--- src/rtl/sdio_host_cmd_phy_pkg.sv ---
// Shared frame geometry, state encoding and CRC7 step for the host CMD-line PHY.
package sdio_host_cmd_phy_pkg;
  localparam int FRAME_LEN    = 48;
  localparam int CRC_MSB_POS  = 47;  // start bit is the first CRC'd bit
  localparam int CRC_LSB_POS  = 8;   // last bit before the CRC field
  localparam int PAYLOAD_BITS = CRC_MSB_POS - CRC_LSB_POS + 1;
  localparam int CRC_BITS     = 7;
  localparam int RX_BITS      = FRAME_LEN - 1;
  localparam logic [6:0] CRC7_POLY = 7'h09;  // x^7 + x^3 + 1

  typedef enum logic [3:0] {
    ST_IDLE, ST_CMD_TX, ST_CMD_CRC, ST_CMD_END, ST_RELEASE,
    ST_WAIT_START, ST_RSPS_RX, ST_RSPS_CHECK, ST_RECOVER
  } state_e;

  function automatic logic [6:0] crc7_step(input logic [6:0] crc, input logic din);
    return {crc[5:0], 1'b0} ^ (((din ^ crc[6]) == 1'b1) ? CRC7_POLY : 7'h00);
  endfunction
endpackage

--- src/rtl/sdio_host_cmd_phy_crc7.sv ---
// Serial CRC7 accumulator, one bit per enabled cycle, zero initial value.
module sdio_host_cmd_phy_crc7
  import sdio_host_cmd_phy_pkg::*;
(
  input  logic       clk,
  input  logic       rst,
  input  logic       clr,
  input  logic       en,
  input  logic       din,
  output logic [6:0] crc
);
  always_ff @(posedge clk or negedge rst) begin
    if (!rst)     crc <= '0;
    else if (clr) crc <= '0;
    else if (en)  crc <= crc7_step(crc, din);
  end
endmodule

--- src/rtl/sdio_host_cmd_phy.sv ---
// Host SDIO CMD-line PHY: sends a 48-bit command, then captures and checks
// the device's 48-bit response, with timeout and NCC recovery.
module sdio_host_cmd_phy
  import sdio_host_cmd_phy_pkg::*;
#(
  parameter int RSPS_TIMEOUT = 64,
  parameter int NCC          = 8
) (
  input  logic        clk,
  input  logic        rst,
  input  logic        i_cmd_stb,
  input  logic [5:0]  i_cmd,
  input  logic [31:0] i_cmd_arg,
  input  logic        i_rsps_en,
  input  logic        i_crc_chk,
  input  logic        i_abort,
  output logic        o_cmd_idle,
  output logic        o_done_stb,
  output logic        o_rsps_stb,
  output logic [39:0] o_rsps,
  output logic        o_rsps_crc_good,
  output logic        o_rsps_end_err,
  output logic        o_timeout,
  output logic        o_sdio_cmd_dir,
  output logic        o_sdio_cmd_out,
  input  logic        i_sdio_cmd_in
);
  localparam int CNT_MAX = (RSPS_TIMEOUT > NCC)
                         ? ((RSPS_TIMEOUT > FRAME_LEN) ? RSPS_TIMEOUT : FRAME_LEN)
                         : ((NCC > FRAME_LEN) ? NCC : FRAME_LEN);
  localparam int CNT_W = $clog2(CNT_MAX + 1);

  state_e           state, state_nxt;
  logic [CNT_W-1:0] cnt, cnt_nxt;
  logic             dir_nxt, out_nxt, done_nxt, rsps_stb_nxt, tmo_set;
  logic             crc_clr, crc_en, crc_din;
  logic [6:0]       crc, rx_crc;
  logic [39:0]      shreg;
  logic             rsps_en_q, crc_chk_q, end_bit;
  logic [2:0]       crc_idx;
  logic             accept, rx_pay, rx_end;

  assign o_cmd_idle = (state == ST_IDLE);
  assign accept     = o_cmd_idle && i_cmd_stb;
  assign crc_idx    = 3'(CRC_BITS - 1) - cnt[2:0];
  assign rx_pay     = cnt < CNT_W'(PAYLOAD_BITS - 1);
  assign rx_end     = cnt == CNT_W'(RX_BITS - 1);

  sdio_host_cmd_phy_crc7 u_crc (
    .clk (clk),
    .rst (rst),
    .clr (crc_clr),
    .en  (crc_en),
    .din (crc_din),
    .crc (crc)
  );

  always_ff @(posedge clk or negedge rst) begin
    if (!rst) begin
      state          <= ST_IDLE;
      cnt            <= '0;
      o_sdio_cmd_dir <= 1'b0;
      o_sdio_cmd_out <= 1'b1;
      o_done_stb     <= 1'b0;
      o_rsps_stb     <= 1'b0;
    end else begin
      state          <= state_nxt;
      cnt            <= cnt_nxt;
      o_sdio_cmd_dir <= dir_nxt;
      o_sdio_cmd_out <= out_nxt;
      o_done_stb     <= done_nxt;
      o_rsps_stb     <= rsps_stb_nxt;
    end
  end

  always_comb begin
    state_nxt    = state;
    cnt_nxt      = cnt + CNT_W'(1);
    dir_nxt      = o_sdio_cmd_dir;
    out_nxt      = o_sdio_cmd_out;
    done_nxt     = 1'b0;
    rsps_stb_nxt = 1'b0;
    tmo_set      = 1'b0;
    crc_clr      = 1'b0;
    crc_en       = 1'b0;
    crc_din      = i_sdio_cmd_in;
    case (state)
      ST_IDLE: begin
        cnt_nxt = '0;
        if (i_cmd_stb) begin
          state_nxt = ST_CMD_TX;
          crc_clr   = 1'b1;
        end
      end
      ST_CMD_TX: begin
        // CRC takes the bit being launched, not the pad, while transmitting
        dir_nxt = 1'b1;
        out_nxt = shreg[39];
        crc_en  = 1'b1;
        crc_din = shreg[39];
        if (cnt == CNT_W'(PAYLOAD_BITS - 1)) begin
          state_nxt = ST_CMD_CRC;
          cnt_nxt   = '0;
        end
      end
      ST_CMD_CRC: begin
        out_nxt = crc[crc_idx];
        if (cnt == CNT_W'(CRC_BITS - 1)) state_nxt = ST_CMD_END;
      end
      ST_CMD_END: begin
        out_nxt   = 1'b1;
        state_nxt = ST_RELEASE;
      end
      ST_RELEASE: begin
        dir_nxt   = 1'b0;
        cnt_nxt   = '0;
        crc_clr   = 1'b1;
        state_nxt = rsps_en_q ? ST_WAIT_START : ST_RECOVER;
      end
      ST_WAIT_START: begin
        if (!i_sdio_cmd_in) begin
          crc_en    = 1'b1;
          state_nxt = ST_RSPS_RX;
          cnt_nxt   = '0;
        end else if (cnt == CNT_W'(RSPS_TIMEOUT - 1)) begin
          tmo_set   = 1'b1;
          state_nxt = ST_RECOVER;
          cnt_nxt   = '0;
        end
      end
      ST_RSPS_RX: begin
        crc_en = rx_pay;
        if (rx_end) state_nxt = ST_RSPS_CHECK;
      end
      ST_RSPS_CHECK: begin
        rsps_stb_nxt = 1'b1;
        state_nxt    = ST_RECOVER;
        cnt_nxt      = '0;
      end
      ST_RECOVER: begin
        if (cnt == CNT_W'(NCC - 1)) begin
          done_nxt  = 1'b1;
          state_nxt = ST_IDLE;
        end
      end
      default: state_nxt = ST_IDLE;
    endcase
    if (state != ST_IDLE && i_abort) begin
      state_nxt    = ST_IDLE;
      cnt_nxt      = '0;
      dir_nxt      = 1'b0;
      out_nxt      = 1'b1;
      done_nxt     = 1'b0;
      rsps_stb_nxt = 1'b0;
      tmo_set      = 1'b0;
      crc_en       = 1'b0;
    end
  end

  always_ff @(posedge clk or negedge rst) begin
    if (!rst) begin
      shreg           <= '0;
      rsps_en_q       <= 1'b0;
      crc_chk_q       <= 1'b0;
      o_rsps          <= '0;
      rx_crc          <= '0;
      end_bit         <= 1'b0;
      o_rsps_crc_good <= 1'b0;
      o_rsps_end_err  <= 1'b0;
      o_timeout       <= 1'b0;
    end else begin
      if (accept) begin
        shreg     <= {1'b0, 1'b1, i_cmd, i_cmd_arg};
        rsps_en_q <= i_rsps_en;
        crc_chk_q <= i_crc_chk;
      end else if (state == ST_CMD_TX) begin
        shreg <= {shreg[38:0], 1'b0};
      end
      // start bit plus bits 46..8 land in o_rsps; the CRC enable marks them
      if (crc_en && state != ST_CMD_TX) o_rsps <= {o_rsps[38:0], i_sdio_cmd_in};
      if (state == ST_RSPS_RX && !rx_pay && !rx_end) rx_crc <= {rx_crc[5:0], i_sdio_cmd_in};
      if (state == ST_RSPS_RX && rx_end) end_bit <= i_sdio_cmd_in;
      if (state == ST_RSPS_CHECK && !i_abort) begin
        o_rsps_crc_good <= !crc_chk_q || (crc == rx_crc);
        o_rsps_end_err  <= !end_bit;
      end
      if (accept)       o_timeout <= 1'b0;
      else if (tmo_set) o_timeout <= 1'b1;
    end
  end
endmodule

--- config.mk ---
export PLATFORM = sky130hd
export DESIGN_NAME = sdio_host_cmd_phy
export DESIGN_NICKNAME = d
export VERILOG_FILES = /design/src/rtl/sdio_host_cmd_phy_pkg.sv /design/src/rtl/sdio_host_cmd_phy_crc7.sv /design/src/rtl/sdio_host_cmd_phy.sv
export SDC_FILE = /design/constraint.sdc
export NUM_CORES = 1
export LEC_CHECK = 0
export CORE_UTILIZATION = 51
export DETAILED_ROUTE_END_ITERATION = 7
export PLACE_DENSITY = 0.81
export SETUP_SLACK_MARGIN = 0.15
export SYNTH_ARGS = -nofsm -noshare
export SYNTH_HDL_FRONTEND = slang
export SYNTH_HIERARCHICAL = 1
export SYNTH_SLANG_ARGS = --single-unit
--- constraint.sdc ---
create_clock -name clk -period 2.7 [get_ports clk]
set_input_delay 0.54 -clock clk [delete_from_list [all_inputs] [get_ports clk]]
set_output_delay 0.54 -clock clk [all_outputs]
set_load 0.02 [all_outputs]
==> results.md <==
* Fin. max-slew vios at 0
* Slew @ Worst Pin at 0.611 ns
* Sink Count at 115
* Worst vdd ir at 0.571 mV
* Die span in y at 105 um
* Worst path slowest cell: dfrtp_2
* Count leader, synth: dfrtp_1
* Highest clock rate at 425 MHz
* Via count at 3987
* GRT Util Overall at 22.9%
* Internal at 4750 uW
* Status: complete, no violations
* CTS tree: yes
* Area grow syn2layout at 30.1%
* Die area at 0.0110 mm^2
* Setup Buffers After CTS at 0
* Via density at 5.59
* Post-synth EDFFs at 0
* Vias in the first global route at 4001
* Antenna cell count at 0
* PwrDens at 1060 mW/mm^2
* Worst r2r src: cnt[0]
* Antenna viol nets, final at 0
* Cell Area, Synth at 0.00540 mm^2
* Worst r2r dst: state[1]
* Congestion Overflow GR at 0
* Crit path cell chain: nor4_4 -> dlygate4sd2_1
* Placer Congestion at 0.863
* Cell count after synthesis at 471
* Largest net degree at the start of global routing at 73
* Syn_area_per_cell at 11.5 um^2
* RSZ-0062 raised after global routing: false
* Predominant post-synthesis flop cell: dfrtp_1
* Leakage at 0.00334 uW
* Number of distinct library cells after synthesis at 58
* Crit-path max FO at 19
* Final WL at 11.9 mm
* Iteration count of the initial detailed-routing pass at 6
* CP arrival at 1.81 ns
* Most area-consuming cells after synthesis: dfrtp_1, mux2_4, nand2_1
* Crit path required time at 2.16 ns
* Initial drt markers at 391
* Port Buffer Count at 92
* Wire per inst at 16.6 um
* Top cell type's share of synthesized area at 52.8%
* Clk buf depth at 2
* CP startpoint kind: flip-flop
* Seq pwr share at 34.2%
* Clock power frac at 29.9%
* Layout cells sized above 1 at 18.7%
* HPWL after DPL at 7.75 mm
* Comb pwr share at 35.8%
* Sw Ratio at 36.1%
* Row count at 37
* Final Hold Viols at 0
* Initial Util at 52.6%
* Root buf cell: clkbuf_8
* DRC at 0
* Post-synthesis sequential area ratio at 53.3%
* Post-synth ARST share at 100%
* Seq cells post-synth at 115
* Initial antenna violation count at 0
* Post-layout nets at 613
* H-tree depth at 4
* # Max-Cap Violations at 0
* Clock Latency Late Sink at 0.51 ns
* First-pass GRT wire length at 19.9 mm
* Cell count of the worst reg-to-reg path at 6
* R2r setup slk at 0.42 ns
* Final TNS setup at 0 ns
* Syn. warnings at 6
* Die X-Extent at 105 um
* # setup viols final at 0
* Critical path type: reg -> out
* Part of the cycle the worst path needs at 87.2%
* Power consumption at 7430 uW
* # IOs at 93
* Total core area at 0.0103 mm^2
* Commonest cells post-synth: dfrtp_1, nand2_1, mux2_4
* Clk_skew at 0.00720 ns
* Hold Path Class: in -> async
* Max_slew headroom at 58.9%
* Tmin final at 2.35 ns
* Worst stage delay on the critical path at 0.54 ns
* Switch Pwr at 2680 uW
* Clk pin slew, worst setup/hold paths at 0.05 ns
* CP endpoint kind: output pin
* CTS buffer count at 17
* Syn nets at 518
* Post-synth top area cell: dfrtp_1
routing by layer:
metal	global-route usage, %	vias up	routed length, um
met3	4.87	20	568
met1	31.4	1963	5370
li1	-	1846	-
met5	0	-	0
met4	8.15	0	167
met2	36.2	158	5750
worst max path at each step:
stage,from,to,slack [ns],cells past startpoint
3_5_place_dp,i_cmd_stb,state[1],0.30,5
5_1_grt,cnt[0],cnt[6],0.26,6
2_1_floorplan,state[0],o_rsps[10],0.77,7
4_1_cts,state[2],o_cmd_idle,0.36,3
6_report,state[0],o_cmd_idle,0.35,2
3_3_place_gp,i_abort,o_rsps[32],0.41,6
power by group through the flow:
stage	combinational (uW)	clock [uW]	sequential, uW
floorplan	2150	0	2420
finish	2660	2220	2540
global route	2950	2340	2600
detailed placement	2630	0	2550
global placement	2540	0	2520
CTS	2660	2260	2530
kinds of logic (layout without fill, tap and decap cells):
logic type                 after synthesis  in the layout  synth area share [%]
buffers and inverters                   36            142                  3.82
xor gates and xnor gates                14             14                  2.27
adders and majority gates                2              2                 0.463
AOI/OAI and AO/OA                       80             80                  10.8
DFF                                    115            115                  53.3
and+or+nand+nor                        167            167                  14.7
muxes                                   57             57                  14.7
what timing repair did:
| action | 4_1_cts | 5_1_grt |
|---|---|---|
| gates resized for setup | 3 | 0 |
| hold buffers | 1 | 0 |
| setup endpoints to repair | 1 | 0 |
| endpoints found under the hold margin | 3 | 0 |
registers in the layout, indices dropped and copies added, names as in the netlist:
register	flops
rx_crc	7
shreg	40
state	4
o_rsps	40
o_sdio_cmd_dir	1
o_rsps_crc_good	1
end_bit	1
o_rsps_end_err	1
crc_chk_q	1
o_timeout	1
o_rsps_stb	1
u_crc/crc	7
rsps_en_q	1
o_done_stb	1
o_sdio_cmd_out	1
cnt	7
critical path, delay by kind of cell, from the launching register on:
kind	cells	cell delay, ns
buffers and inverters	1	0.41
DFF	1	0.54
and+or+nand+nor	1	0.35
metrics by stage:
step                      setup WS (ns)  area [um^2]  hold slack, ns  utilization, %  instances
after floorplan                   0.773         5400           0.244               -        471
after global placement            0.405         6430           0.346            62.6        682
after detailed placement          0.305         6430           0.348            62.6        682
after CTS                         0.359         7030           0.369            68.4        713
after global routing              0.260         7030           0.384            68.4        713
final                             0.347         7030           0.380            68.4        713
final cells by class:
cell class | instances | area, um^2
tap | 136 | 170
multi-input combinational | 320 | 2320
fill | 762 | 3250
sequential | 115 | 2880
clock buffer | 21 | 459
inverter | 6 | 22.5
clock inverter | 9 | 129
timing repair buffer | 106 | 1050
layout by cell type, fill, tap and decap left out, types with 8 or more instances in the layout:
cell type and n:
dfrtp_1 112, nand2_1 94, clkdlybuf4s50_1 90, mux2_4 39
a22oi_1 37, nor2_1 25, clkbuf_16 16, buf_4 12
o21ai_0 11, mux2_2 11, nor3_1 10, xnor2_1 8
Note: power is estimated with default switching activity, not from simulation.
